**src/rtl/mmss_timer_pkg.sv**
```systemverilog
// Shared types and BCD step/validation helpers for the MM:SS timer.
// Optional feature macro used by the top level: TIMER_AUTORELOAD_EN.
package timer_pkg;

    typedef enum logic [1:0] {
        IDLE  = 2'd0,
        RUN   = 2'd1,
        PAUSE = 2'd2,
        DONE  = 2'd3
    } timer_state_t;

    typedef logic [3:0] bcd_t;

    // Packed so that minTens lands in bits [15:12], matching the port packing.
    typedef struct packed {
        bcd_t minTens;
        bcd_t minOnes;
        bcd_t secTens;
        bcd_t secOnes;
    } mmss_t;

    localparam logic MODE_UP = 1'b1;
    localparam logic MODE_DN = 1'b0;

    function automatic mmss_t mmss_inc(input mmss_t v);
        mmss_t r;
        r = v;
        if (v.secOnes != 4'd9) begin
            r.secOnes = v.secOnes + 4'd1;
        end else begin
            r.secOnes = 4'd0;
            if (v.secTens != 4'd5) begin
                r.secTens = v.secTens + 4'd1;
            end else begin
                r.secTens = 4'd0;
                if (v.minOnes != 4'd9) begin
                    r.minOnes = v.minOnes + 4'd1;
                end else begin
                    r.minOnes = 4'd0;
                    r.minTens = v.minTens + 4'd1;
                end
            end
        end
        return r;
    endfunction

    function automatic mmss_t mmss_dec(input mmss_t v);
        mmss_t r;
        r = v;
        if (v.secOnes != 4'd0) begin
            r.secOnes = v.secOnes - 4'd1;
        end else begin
            r.secOnes = 4'd9;
            if (v.secTens != 4'd0) begin
                r.secTens = v.secTens - 4'd1;
            end else begin
                r.secTens = 4'd5;
                if (v.minOnes != 4'd0) begin
                    r.minOnes = v.minOnes - 4'd1;
                end else begin
                    r.minOnes = 4'd9;
                    r.minTens = v.minTens - 4'd1;
                end
            end
        end
        return r;
    endfunction

    // The limit value itself (maxMin:00) is legal; anything past it is not.
    function automatic logic mmss_valid(input mmss_t v, input int maxMin);
        int   minutes;
        logic digitsOk;
        logic secZero;
        minutes  = int'(v.minTens) * 10 + int'(v.minOnes);
        digitsOk = (v.minTens <= 4'd9) && (v.minOnes <= 4'd9) &&
                   (v.secTens <= 4'd5) && (v.secOnes <= 4'd9);
        secZero  = (v.secTens == 4'd0) && (v.secOnes == 4'd0);
        return digitsOk && ((minutes < maxMin) || ((minutes == maxMin) && secZero));
    endfunction

endpackage

```
**src/rtl/mmss_timer_tick_div.sv**
```systemverilog
// Count-step divider: wraps every TICK_DIV enabled cycles, with clear and hold.
module tick_div #(
    parameter int TICK_DIV = 4,
    parameter int DIV_W    = $clog2(TICK_DIV)
) (
    input  logic clk,
    input  logic rst,
    input  logic i_clear,
    input  logic i_en,
    output logic o_tick
);

    localparam logic [DIV_W-1:0] LAST = DIV_W'(TICK_DIV - 1);

    logic [DIV_W-1:0] r_count;

    always_ff @(posedge clk or posedge rst) begin
        if (rst) begin
            r_count <= '0;
        end else if (i_clear) begin
            r_count <= '0;
        end else if (i_en) begin
            if (r_count == LAST) begin
                r_count <= '0;
            end else begin
                r_count <= r_count + DIV_W'(1);
            end
        end
    end

    // Flags the wrap point; the owner decides whether this cycle really steps.
    assign o_tick = (r_count == LAST);

endmodule

```
**src/rtl/mmss_timer.sv**
```systemverilog
// MM:SS BCD up/down timer with preset load, start/pause and terminal flags.
// Optional feature macro: TIMER_AUTORELOAD_EN (down-count reloads from preset).
module mmss_timer
    import timer_pkg::*;
#(
    parameter int TICK_DIV = 50_000_000,
    parameter int MIN_MAX  = 60
) (
    input  logic        clk,
    input  logic        rst,
    input  logic        load,
    input  logic [15:0] load_val,
    input  logic        start,
    input  logic        pause,
    input  logic        up_dn,
    output logic [15:0] digits,
    output logic        tick,
    output logic        running,
    output logic        done,
    output logic        expired,
    output logic        load_err
);

    localparam int DIV_W = $clog2(TICK_DIV);

    localparam mmss_t MAX_VAL = {4'(MIN_MAX / 10), 4'(MIN_MAX % 10), 8'h00};

`ifdef TIMER_AUTORELOAD_EN
    localparam logic AUTO_RELOAD = 1'b1;
`else
    localparam logic AUTO_RELOAD = 1'b0;
`endif

    function automatic mmss_t termFor(input logic mode);
        return (mode == MODE_UP) ? MAX_VAL : mmss_t'(16'h0000);
    endfunction

    timer_state_t r_state;
    timer_state_t w_stateNext;
    mmss_t        r_digits;
    mmss_t        w_digitsNext;
    mmss_t        r_preset;
    mmss_t        w_presetNext;
    mmss_t        w_loadVal;
    mmss_t        w_stepped;
    logic         r_mode;
    logic         w_modeNext;
    logic         r_tick;
    logic         w_tickNext;
    logic         r_expired;
    logic         w_expiredNext;
    logic         r_loadErr;
    logic         w_loadErrNext;
    logic         w_loadOk;
    logic         w_divClear;
    logic         w_divEn;
    logic         w_divWrap;

    assign w_loadVal = mmss_t'(load_val);
    assign w_loadOk  = mmss_valid(w_loadVal, MIN_MAX);
    assign w_stepped = (r_mode == MODE_UP) ? mmss_inc(r_digits) : mmss_dec(r_digits);

    tick_div #(
        .TICK_DIV(TICK_DIV),
        .DIV_W   (DIV_W)
    ) u_tickDiv (
        .clk    (clk),
        .rst    (rst),
        .i_clear(w_divClear),
        .i_en   (w_divEn),
        .o_tick (w_divWrap)
    );

    always_ff @(posedge clk or posedge rst) begin
        if (rst) begin
            r_state <= IDLE;
        end else begin
            r_state <= w_stateNext;
        end
    end

    // Branch order encodes the priority load > pause > start > tick.
    always_comb begin
        w_stateNext   = r_state;
        w_digitsNext  = r_digits;
        w_presetNext  = r_preset;
        w_modeNext    = r_mode;
        w_tickNext    = 1'b0;
        w_expiredNext = 1'b0;
        w_loadErrNext = 1'b0;
        w_divClear    = 1'b0;
        w_divEn       = 1'b0;

        if (load) begin
            if (w_loadOk) begin
                w_digitsNext = w_loadVal;
                w_presetNext = w_loadVal;
                w_divClear   = 1'b1;
                w_stateNext  = IDLE;
            end else begin
                w_loadErrNext = 1'b1;
            end
        end else if (pause && (r_state == RUN)) begin
            w_stateNext = PAUSE;
        end else if (start && ((r_state == IDLE) || (r_state == PAUSE))) begin
            w_modeNext = up_dn;
            w_divClear = (r_state == IDLE);
            if (r_digits == termFor(up_dn)) begin
                w_expiredNext = 1'b1;
                if (AUTO_RELOAD && (up_dn == MODE_DN)) begin
                    w_digitsNext = r_preset;
                    w_stateNext  = RUN;
                end else begin
                    w_stateNext = DONE;
                end
            end else begin
                w_stateNext = RUN;
            end
        end else if (r_state == RUN) begin
            w_divEn = 1'b1;
            if (w_divWrap) begin
                w_tickNext = 1'b1;
                if (w_stepped == termFor(r_mode)) begin
                    w_expiredNext = 1'b1;
                    if (AUTO_RELOAD && (r_mode == MODE_DN)) begin
                        w_digitsNext = r_preset;
                    end else begin
                        w_digitsNext = w_stepped;
                        w_stateNext  = DONE;
                    end
                end else begin
                    w_digitsNext = w_stepped;
                end
            end
        end
    end

    always_ff @(posedge clk or posedge rst) begin
        if (rst) begin
            r_digits  <= MAX_VAL;
            r_preset  <= MAX_VAL;
            r_mode    <= MODE_DN;
            r_tick    <= 1'b0;
            r_expired <= 1'b0;
            r_loadErr <= 1'b0;
        end else begin
            r_digits  <= w_digitsNext;
            r_preset  <= w_presetNext;
            r_mode    <= w_modeNext;
            r_tick    <= w_tickNext;
            r_expired <= w_expiredNext;
            r_loadErr <= w_loadErrNext;
        end
    end

    assign digits   = r_digits;
    assign tick     = r_tick;
    assign expired  = r_expired;
    assign load_err = r_loadErr;
    assign running  = (r_state == RUN);
    assign done     = (r_state == DONE);

endmodule

```
**config.mk**
```make
export PLATFORM = sky130hd
export DESIGN_NAME = mmss_timer
export DESIGN_NICKNAME = d
export VERILOG_FILES = /design/src/rtl/mmss_timer_pkg.sv /design/src/rtl/mmss_timer_tick_div.sv /design/src/rtl/mmss_timer.sv
export SDC_FILE = /design/constraint.sdc
export NUM_CORES = 1
export LEC_CHECK = 0
export CAP_MARGIN = 20
export CELL_PAD_IN_SITES_DETAIL_PLACEMENT = 1
export CELL_PAD_IN_SITES_GLOBAL_PLACEMENT = 1
export CORE_MARGIN = 3
export CORE_UTILIZATION = 46
export DETAILED_ROUTE_END_ITERATION = 12
export HOLD_SLACK_MARGIN = 0.08
export PLACE_DENSITY = 0.95
export SLEW_MARGIN = 20
export SYNTH_ARGS = -nofsm -noshare
export SYNTH_HDL_FRONTEND = slang
export SYNTH_SLANG_ARGS = --single-unit
```
**constraint.sdc**
```tcl
create_clock -name clk -period 5.65 [get_ports clk]
set_input_delay 1.13 -clock clk [delete_from_list [all_inputs] [get_ports clk]]
set_output_delay 1.13 -clock clk [all_outputs]
set_load 0.005 [all_outputs]
```
==> flow_metrics.env, run 1 <==
export IMPL_worst_path_buf_inv=1
export IMPL_setup_ws_ns=1.15
export IMPL_wl_per_cell_um=20.4
export IMPL_via_per_inst=6.42
export IMPL_power_leakage_nw=1.71
export IMPL_async_reset_ff_share_pct=100
export IMPL_pwr_density_cell_nw_per_um2=366
export IMPL_worst_ep_required_time_ns=5.82
export IMPL_dp_cells=566
export IMPL_layout_cells_non_filler=575
export IMPL_setup_viol=0
export IMPL_clockRootBuffer="clkbuf_8"
export IMPL_seq_area_frac_synth_pct=33.3
export IMPL_rsz0062_at_grt="false"
export IMPL_detail_route_iter0_violations=259
export IMPL_coreArea_um2=7450
export IMPL_fin_worst_skew_ns=0.00636
export IMPL_ir_drop_uv=226
export IMPL_grtUsageTotal_pct=26.8
export IMPL_max_cap_viol_count=0
export IMPL_grt_pass1_wl_mm=19.2
export IMPL_design_area_um2=4200
export IMPL_n_antenna_cell=0
export IMPL_ys_ff_latch=48
export IMPL_grt_overflow_total=0
export IMPL_cts_tree="done"
export IMPL_fill_cells=908
export IMPL_syn_instance_count=449
export IMPL_start_util_pct=48.6
export IMPL_syn_num_nets=483
export IMPL_endpoint_kind="flip-flop"
export IMPL_crit_fanout=32
export IMPL_clkSinkCount=48
export IMPL_synth_top_area_share_pct=31.8
export IMPL_syn_avg_cell_area_um2=8.06
export IMPL_synth_area_leader_cell="dfrtp_1"
export IMPL_maxSlewViolCount=0
export IMPL_drive_above_1_share_pct=5.46
export IMPL_syn2layout_area_growth_pct=16.2
export IMPL_ys_flop_type="dfrtp_1"
export IMPL_relSlewSlack_pct=33.0
export IMPL_finalCritPeriodShare_pct=79.6
export IMPL_grt_pass1_vias=3759
export IMPL_fin_crit_ns=4.50
export IMPL_cts_made_buffers=5
export IMPL_pre_cts_slack_ns=0.984
export IMPL_outcome="completed"
export IMPL_dieArea_um2=8960
export IMPL_worstSkewPairLatency_ns=0.31
export IMPL_drc=0
export IMPL_hold_viol_final=0
export IMPL_worstPathCellList="clkdlybuf4s50_1, ha_1, ha_1, xor2_1, a311oi_1, a311oi_1, o311ai_1, nand2_2, o211ai_1, o21ai_0"
export IMPL_portBuffers=42
export IMPL_place_congestion=0.950
export IMPL_path_clk_slew_ns=0.09
export IMPL_cts_hold_buf=0
export IMPL_tightest_slew_ns=0.996
export IMPL_min_path_type="reg2reg"
export IMPL_antenna_found_initial=0
export IMPL_yosys_warnings=0
export IMPL_power_w=0.00154
export IMPL_crit_family="compound AO/OA/AOI/OAI gates"
export IMPL_synth_top_cells_by_area="dfrtp_1 (32%), a21oi_1 (5.4%), nor2_1 (5.1%)"
export IMPL_netlist_area_um2=3620
export IMPL_cts_repair_resized=0
export IMPL_setup_tns_final_ns=0
export IMPL_fmax_ghz=0.222
export IMPL_critPathSlowestCell="clkdlybuf4s50_1"
export IMPL_dpl_cell_area_um2=4070
export IMPL_rows=31
export IMPL_grt_start_max_net_pins=49
export IMPL_clk_path_buf_depth=2
export IMPL_drt_wl_total_mm=11.7
export IMPL_path_class="in2reg"
export IMPL_crit_arrival_ns=4.67
export IMPL_hpwl_mm=8.23
export IMPL_num_vias=3689
export IMPL_cp_start_kind="input port"
export IMPL_io_pin_count=43
export IMPL_synth_cell_types=64
export IMPL_post_cts_buffers=0
export IMPL_fin_nets=509
export IMPL_ant_nets=0
export IMPL_synth_edf_count=0
export IMPL_fp_dieW_um=94.7
export IMPL_first_pass_iters=4
export IMPL_max_stage_delay_ns=0.61
export IMPL_die_h_um=94.7
export IMPL_cts_max_level=2
[worst reg2reg max path, cell delays in order (launching register included)]
cell	delay [ns]
dfrtp_1	0.72
nor4bb_2	0.78
nand4_1	0.32
xnor2_1	0.20
a221o_1	0.32
a211oi_1	0.27
nand3_1	0.24
o41ai_2	0.30
[flip-flops by register name (all words and copies together), names as in the netlist]
signal             cells
digits                16
r_mode                 1
load_err               1
tick                   1
expired                1
r_state                2
u_tickDiv.r_count     26
[Yosys cell counts (2+ instances only)]
cell type	count
a21oi_1	39
clkbuf_1	20
o21a_1	2
mux2_2	2
o211ai_1	5
a21o_1	3
buf_6	2
o22ai_1	6
nor4bb_1	2
and4_1	2
nor3_1	14
or2_2	2
a21boi_0	2
mux2i_1	5
fa_1	2
a211o_1	2
xor2_1	16
nand2_1	38
inv_1	18
a41o_1	2
nor4_1	6
ha_1	10
a211oi_1	6
dfstp_2	2
o32a_1	2
dfrtp_1	46
and3_1	8
buf_2	5
a22o_1	5
or3_1	9
xnor2_1	9
o21ai_0	24
a31oi_1	4
nand4_1	15
nor2b_1	6
and2_1	4
nand3_1	23
o311ai_0	2
a311oi_1	4
nor3b_1	3
nor2_1	49
[path summary, 6_finish.rpt]
kind	start	endpoint	slack (ns)	cells past startpoint
setup reg to reg	digits[0]$_DFFE_PP0P_	r_state[1]$_DFFE_PP0P_	2.39	7
hold / removal	u_tickDiv.r_count[23]$_DFFE_PP0P_	u_tickDiv.r_count[23]$_DFFE_PP0P_	0.56	2
max in group asynchronous	rst	r_mode$_DFFE_PP0P_	3.85	2
hold reg to reg	u_tickDiv.r_count[23]$_DFFE_PP0P_	u_tickDiv.r_count[23]$_DFFE_PP0P_	0.56	2
setup / recovery	load_val[14]	digits[3]$_DFFE_PP0P_	1.15	10
min in group asynchronous	rst	digits[1]$_DFFE_PP0P_	1.29	2
[placed cells by master (no fill, tap or decap), types with 6 or more instances in the layout]
master | Yosys | layout
nor2_1 | 49 | 49
dfrtp_1 | 46 | 46
clkdlybuf4s50_1 | 0 | 42
a21oi_1 | 39 | 39
nand2_1 | 38 | 38
o21ai_0 | 24 | 24
nand3_1 | 23 | 23
inv_1 | 18 | 17
xor2_1 | 16 | 16
nand4_1 | 15 | 15
nor3_1 | 14 | 14
ha_1 | 10 | 10
xnor2_1 | 9 | 9
or3_1 | 9 | 9
and3_1 | 8 | 8
clkbuf_8 | 0 | 7
a211oi_1 | 6 | 6
o22ai_1 | 6 | 6
nor4_1 | 6 | 6
nor2b_1 | 6 | 6
[cell families after synthesis]
kind of cell	synth area share, %
DFF	33.3
xor gates and xnor gates	6.05
adders and majority gates	4.57
muxes	2.01
AOI/OAI and AO/OA	21.6
buffers and inverters	5.36
and+or+nand+nor	27.2
[routing by layer]
layer | part of all wire [%] | vias to the layer above | GRT usage, % | routed length [µm]
li1 | - | 1696 | - | -
met1 | 46 | 1838 | 39.0 | 5350
met2 | 48 | 140 | 42.6 | 5580
met3 | 5.7 | 15 | 3.82 | 669
met4 | 1.2 | 0 | 5.53 | 136
met5 | 0 | - | 0 | 0
[area by class of cell]
type | count | area [µm²] | share of cell area [%]
multi-input combinational | 355 | 2230 | 52.9
timing repair buffer | 47 | 455 | 10.8
clock inverter | 1 | 30.0 | 0.714
sequential | 48 | 1200 | 28.6
clock buffer | 7 | 96.3 | 2.29
inverter | 18 | 68.8 | 1.64
tap | 99 | 124 | 2.95
[through the flow]
| step | utilization [%] | hold slack [ns] |
|---|---|---|
| global placement | 54.6 | 0.521 |
| CTS | 56.3 | 0.558 |
| finish | 56.5 | 0.557 |
| floorplan | - | 0.496 |
| detailed placement | 54.6 | 0.534 |
| global route | 56.5 | 0.604 |
[where the power goes]
| part | switching [W] | leakage (nW) | internal, W | total [W] |
|---|---|---|---|---|
| Combinational | 0.000326 | 1.02 | 0.000315 | 0.000641 |
| Clock | 0.000122 | 0.0645 | 0.000156 | 0.000279 |
| Sequential | 0.000208 | 0.627 | 0.000413 | 0.000620 |
Note: power is estimated with default switching activity, not from simulation.
==> inputs of run 2 (changes only) <==
CORE_UTILIZATION = 42   (was 46)
PLACE_DENSITY = 0.9   (was 0.95)
clock period = 4.43 ns   (was 5.65 ns; I/O delays follow)
==> run 2 against run 1 <==
  * Register-to-register slack lost 1.1 ns
  * First-iteration DRC count shrank 12%
  * Combinational power grew 26%
  * Utilization shrank 5.8 points
  * Sequential power grew 29%
  * Clock skew grew 0.0011 ns
  * Routed wire length shrank 1.9%
  * Global-route usage shrank 2.7 points
  * Worst setup slack lost 0.76 ns
  * Final area is essentially flat
  * Worst hold slack gained 0.018 ns
  * Critical path type unchanged
  * Largest cell class unchanged
==> flow_metrics.env, run 2 (same netlist as run 1, synthesis figures left out) <==
export IMPL_rows=33
export IMPL_portBuffers=42
export IMPL_dpl_cell_area_um2=4100
export IMPL_worstPathCellList="clkdlybuf4s50_1, ha_1, ha_1, fa_1, xor2_1, a311oi_1, o311ai_1, nand2_2, buf_4, a22o_1"
export IMPL_crit_arrival_ns=4.23
export IMPL_dieArea_um2=9760
export IMPL_regMostFlops="u_tickDiv.r_count"
export IMPL_largest_reg_flops=26
export IMPL_cts_hold_buf=0
export IMPL_path_class="in2reg"
export IMPL_cts_repair_resized=0
export IMPL_n_antenna_cell=0
export IMPL_start_util_pct=43.6
export IMPL_place_congestion=0.870
export IMPL_setup_viol=0
export IMPL_relSlewSlack_pct=32.6
export IMPL_first_pass_iters=4
export IMPL_clockRootBuffer="clkbuf_8"
export IMPL_drc=0
export IMPL_via_per_inst=6.30
export IMPL_maxSlewViolCount=0
export IMPL_hpwl_mm=8.54
export IMPL_grtUsageTotal_pct=24.1
export IMPL_crit_family="adder cells"
export IMPL_final_common_cell="nor2_1"
export IMPL_antenna_found_initial=0
export IMPL_grt_overflow_total=0
export IMPL_grt_pass1_wl_mm=19.2
export IMPL_dp_cells=575
export IMPL_cts_tree="done"
export IMPL_coreArea_um2=8300
export IMPL_num_vias=3671
export IMPL_critPathSlowestCell="clkdlybuf4s50_1"
export IMPL_clk_path_buf_depth=2
export IMPL_fp_dieW_um=98.8
export IMPL_wl_per_cell_um=19.8
export IMPL_outcome="completed"
export IMPL_drt_wl_total_mm=11.5
export IMPL_rrSetupSlack_ns=1.26
export IMPL_grt_start_max_net_pins=49
export IMPL_reg2reg_to="r_state[1]$_DFFE_PP0P_"
export IMPL_hold_end="u_tickDiv.r_count[17]$_DFFE_PP0P_"
export IMPL_clkSinkCount=48
export IMPL_path_clk_slew_ns=0.09
export IMPL_hold_viol_final=0
export IMPL_power_leakage_nw=1.71
export IMPL_worst_path_buf_inv=2
export IMPL_worstSkewPairLatency_ns=0.31
export IMPL_setup_tns_final_ns=0
export IMPL_layout_cells_non_filler=583
export IMPL_fill_cells=1027
export IMPL_grt_pass1_vias=3713
export IMPL_reg2regPathDepth=7
export IMPL_crit_fanout=22
export IMPL_cts_made_buffers=5
export IMPL_ant_nets=0
export IMPL_pwr_density_cell_nw_per_um2=458
export IMPL_hold_start="u_tickDiv.r_count[17]$_DFFE_PP0P_"
export IMPL_endpoint_kind="flip-flop"
export IMPL_rr_startpoint="digits[1]$_DFFE_PP0P_"
export IMPL_fin_worst_skew_ns=0.00742
export IMPL_ir_drop_uv=223
export IMPL_fin_nets=511
export IMPL_syn2layout_area_growth_pct=16.3
export IMPL_tightest_slew_ns=1.00
export IMPL_hold_path_depth=2
export IMPL_cts_max_level=2
export IMPL_max_cap_viol_count=0
export IMPL_finalCritPeriodShare_pct=91.2
export IMPL_max_stage_delay_ns=0.59
export IMPL_final_cell_mix="nor2_1 (49), dfrtp_1 (46), clkdlybuf4s50_1 (42)"
export IMPL_min_path_type="reg2reg"
export IMPL_rsz0062_at_grt="false"
export IMPL_worst_path_most_repeated_cell="ha_1"
export IMPL_design_area_um2=4210
export IMPL_worst_ep_required_time_ns=4.63
export IMPL_die_h_um=98.8
export IMPL_detail_route_iter0_violations=229
export IMPL_io_pin_count=43
export IMPL_cp_start_kind="input port"
export IMPL_fmax_ghz=0.248
export IMPL_drive_above_1_share_pct=5.65
export IMPL_post_cts_buffers=0
export IMPL_fin_crit_ns=4.04
run 2: worst register-to-register path: cells and delay by family, from the launching register on:
| kind | cells | cell delay (ns) |
|---|---|---|
| AND/OR/NAND/NOR | 3 | 1.40 |
| AO/OA/AOI/OAI | 3 | 0.92 |
| flip-flops | 1 | 0.58 |
| XOR/XNOR | 1 | 0.14 |
run 2: routing by layer:
layer / part of all wire, % / vias to the layer above / track usage, % / wire (µm)
met5: 0 / - / 0 / 0
met4: 1.9 / 0 / 6.51 / 218
met3: 4.9 / 20 / 3.96 / 567
met2: 48 / 112 / 39.2 / 5570
met1: 45 / 1836 / 33.3 / 5170
li1: - / 1703 / - / -
run 2: cell type report:
class	count	area, µm²	share of cell area [%]
inverters	18	68.8	1.64
repair buffers	49	473	11.2
well taps	105	131	3.12
clock buffers	5	68.8	1.64
clock inverters	3	42.5	1.01
flip-flops and latches	48	1200	28.6
multi-input cells	355	2220	52.8
run 2: how the worst max path moves through the flow:
stage               depth (start not counted)                                end         start
floorplan                                   9  u_tickDiv.r_count[12]$_DFFE_PP0P_  load_val[13]
global placement                           11              digits[3]$_DFFE_PP0P_  load_val[15]
detailed placement                         11              digits[3]$_DFFE_PP0P_  load_val[15]
CTS                                        10              digits[0]$_DFFE_PP0P_  load_val[15]
global route                               11              digits[3]$_DFFE_PP0P_  load_val[14]
finish                                     10              digits[0]$_DFFE_PP0P_  load_val[15]
run 2: metrics by stage:
stage / utilization [%] / setup slack [ns] / hold WS (ns) / power, W
5_1_grt: 50.7 / 0.163 / 0.612 / 0.00207
6_report: 50.7 / 0.392 / 0.575 / 0.00193
2_1_floorplan: - / 1.13 / 0.496 / 0.00125
4_1_cts: 50.7 / 0.402 / 0.570 / 0.00193
3_3_place_gp: 49.3 / 0.243 / 0.522 / 0.00155
3_5_place_dp: 49.3 / 0.102 / 0.552 / 0.00160
run 2: report_power, final:
| part | switching (W) | leakage, nW | internal (W) | total, W |
|---|---|---|---|---|
| registers | 0.000272 | 0.627 | 0.000526 | 0.000798 |
| logic | 0.000408 | 1.03 | 0.000402 | 0.000810 |
| clock network | 0.000153 | 0.0541 | 0.000167 | 0.000321 |
==> inputs of run 3 (changes only) <==
SETUP_SLACK_MARGIN = 0.2   (was unset)
==> run 3 against run 2 <==
  * Power is 0.28% higher
  * Sequential power hardly changed
  * Register-to-register slack hardly changed
==> flow_metrics.env, run 3 (same netlist as run 1, synthesis figures left out) <==
export IMPL_outcome="completed"
export IMPL_layout_cells_non_filler=583
export IMPL_sequentialPowerShare_pct=41.3
export IMPL_dp_cells=575
export IMPL_finalCritPeriodShare_pct=91.1
export IMPL_place_congestion=0.870
export IMPL_worst_ep_required_time_ns=4.63
export IMPL_cts_repair_resized=0
export IMPL_path_clk_slew_ns=0.09
export IMPL_path_class="in2reg"
export IMPL_p_int_w=0.00110
export IMPL_worstSkewPairLatency_ns=0.31
export IMPL_grt_pass1_wl_mm=19.2
export IMPL_n_antenna_cell=0
export IMPL_syn2layout_area_growth_pct=16.5
export IMPL_drive_above_1_share_pct=5.86
export IMPL_drt_wl_total_mm=11.7
export IMPL_grt_start_max_net_pins=49
export IMPL_cts_tree="done"
export IMPL_num_vias=3712
export IMPL_max_cap_viol_count=0
export IMPL_first_pass_iters=5
export IMPL_cts_hold_buf=0
export IMPL_switching_share_pct=43.4
export IMPL_dieArea_um2=9760
export IMPL_cp_start_kind="input port"
export IMPL_grt_use_met1_pct=33.3
export IMPL_ant_nets=0
export IMPL_clockPowerShare_pct=16.7
export IMPL_gr_usage_met2_pct=39.2
export IMPL_fp_dieW_um=98.8
export IMPL_pwr_density_cell_nw_per_um2=459
export IMPL_via_per_inst=6.37
export IMPL_crit_arrival_ns=4.23
export IMPL_cts_max_level=2
export IMPL_wl_per_cell_um=20.0
export IMPL_setup_tns_final_ns=0
export IMPL_coreArea_um2=8300
export IMPL_hold_viol_final=0
export IMPL_cts_made_buffers=5
export IMPL_drc=0
export IMPL_final_cell_mix="nor2_1 (49), dfrtp_1 (46), clkdlybuf4s50_1 (42)"
export IMPL_endpoint_kind="flip-flop"
export IMPL_clockRootBuffer="clkbuf_8"
export IMPL_setup_viol=0
export IMPL_die_h_um=98.8
export IMPL_detail_route_iter0_violations=212
export IMPL_power_switching_w=0.000839
export IMPL_rows=33
export IMPL_grt_met3_usage_pct=3.96
export IMPL_grtUsageTotal_pct=24.1
export IMPL_fmax_ghz=0.248
export IMPL_relSlewSlack_pct=33.6
export IMPL_start_util_pct=43.6
export IMPL_grt_overflow_total=0
export IMPL_fin_nets=511
export IMPL_final_common_cell="nor2_1"
export IMPL_antenna_found_initial=0
export IMPL_crit_fanout=22
export IMPL_tightest_slew_ns=0.987
export IMPL_power_leakage_nw=1.71
export IMPL_busiest_layer="met2"
export IMPL_maxSlewViolCount=0
export IMPL_largest_reg_flops=26
export IMPL_regMostFlops="u_tickDiv.r_count"
export IMPL_clkSinkCount=48
export IMPL_grt_pass1_vias=3713
export IMPL_ir_drop_uv=223
export IMPL_portBuffers=42
export IMPL_io_pin_count=43
export IMPL_clk_path_buf_depth=2
export IMPL_post_cts_buffers=0
export IMPL_final_util_pct=50.8
export IMPL_combinationalPowerShare_pct=42.1
export IMPL_fin_crit_ns=4.04
export IMPL_min_path_type="reg2reg"
export IMPL_fin_worst_skew_ns=0.00694
export IMPL_rsz0062_at_grt="false"
export IMPL_hpwl_mm=8.54
run 3: cell counts in the layout (fill, tap and decap cells not counted):
No cell type changed its count.
run 3: cell type report:
cell class / count / area [µm²]
flip-flops and latches: 48 / 1200
well taps: 105 / 131
inverters: 18 / 68.8
multi-input cells: 355 / 2230
fillers: 1028 / 4080
clock buffers: 5 / 68.8
repair buffers: 49 / 473
clock inverters: 3 / 42.5
run 3: final timing paths:
check | start | end | slack [ns] | cells after the start
setup / recovery | load_val[15] | digits[0]$_DFFE_PP0P_ | 0.39 | 11
hold / removal | u_tickDiv.r_count[18]$_DFFE_PP0P_ | u_tickDiv.r_count[18]$_DFFE_PP0P_ | 0.57 | 1
setup reg to reg | digits[1]$_DFFE_PP0P_ | r_state[1]$_DFFE_PP0P_ | 1.27 | 7
hold reg to reg | u_tickDiv.r_count[18]$_DFFE_PP0P_ | u_tickDiv.r_count[18]$_DFFE_PP0P_ | 0.57 | 1
max in group asynchronous | rst | u_tickDiv.r_count[13]$_DFFE_PP0P_ | 2.90 | 2
min in group asynchronous | rst | digits[2]$_DFFE_PP0P_ | 1.03 | 2
run 3: power by group through the flow:
stage	Clock, W	Combinational [W]	Sequential [W]
after CTS	0.000327	0.000811	0.000789
after detailed placement	0	0.000799	0.000797
after global placement	0	0.000760	0.000785
after global routing	0.000344	0.000894	0.000829
final	0.000322	0.000813	0.000799
after floorplan	0	0.000627	0.000623
run 3: per-layer routing:
| layer | up-vias | wire length [µm] |
|---|---|---|
| met5 | - | 0 |
| met4 | 0 | 245 |
| met3 | 28 | 635 |
| met2 | 130 | 5540 |
| met1 | 1854 | 5240 |
| li1 | 1700 | - |
run 3: stage by stage:
step                      worst slack [ns]  total power [W]  area (µm²)  hold WS, ns
after floorplan                       1.13          0.00125        3620        0.496
after global placement               0.243          0.00155        4100        0.522
after detailed placement             0.102          0.00160        4100        0.552
after CTS                            0.402          0.00193        4210        0.570
after global routing                 0.248          0.00207        4220        0.612
final                                0.394          0.00193        4220        0.573
run 3: critical path, stage by stage:
cell	delay (ns)
clkdlybuf4s50_1	0.58
ha_1	0.29
ha_1	0.20
fa_1	0.55
nand2_1	0.09
o32a_1	0.31
nor3_1	0.29
o311ai_2	0.21
nand2_2	0.35
o21ai_0	0.19
a22o_1	0.28
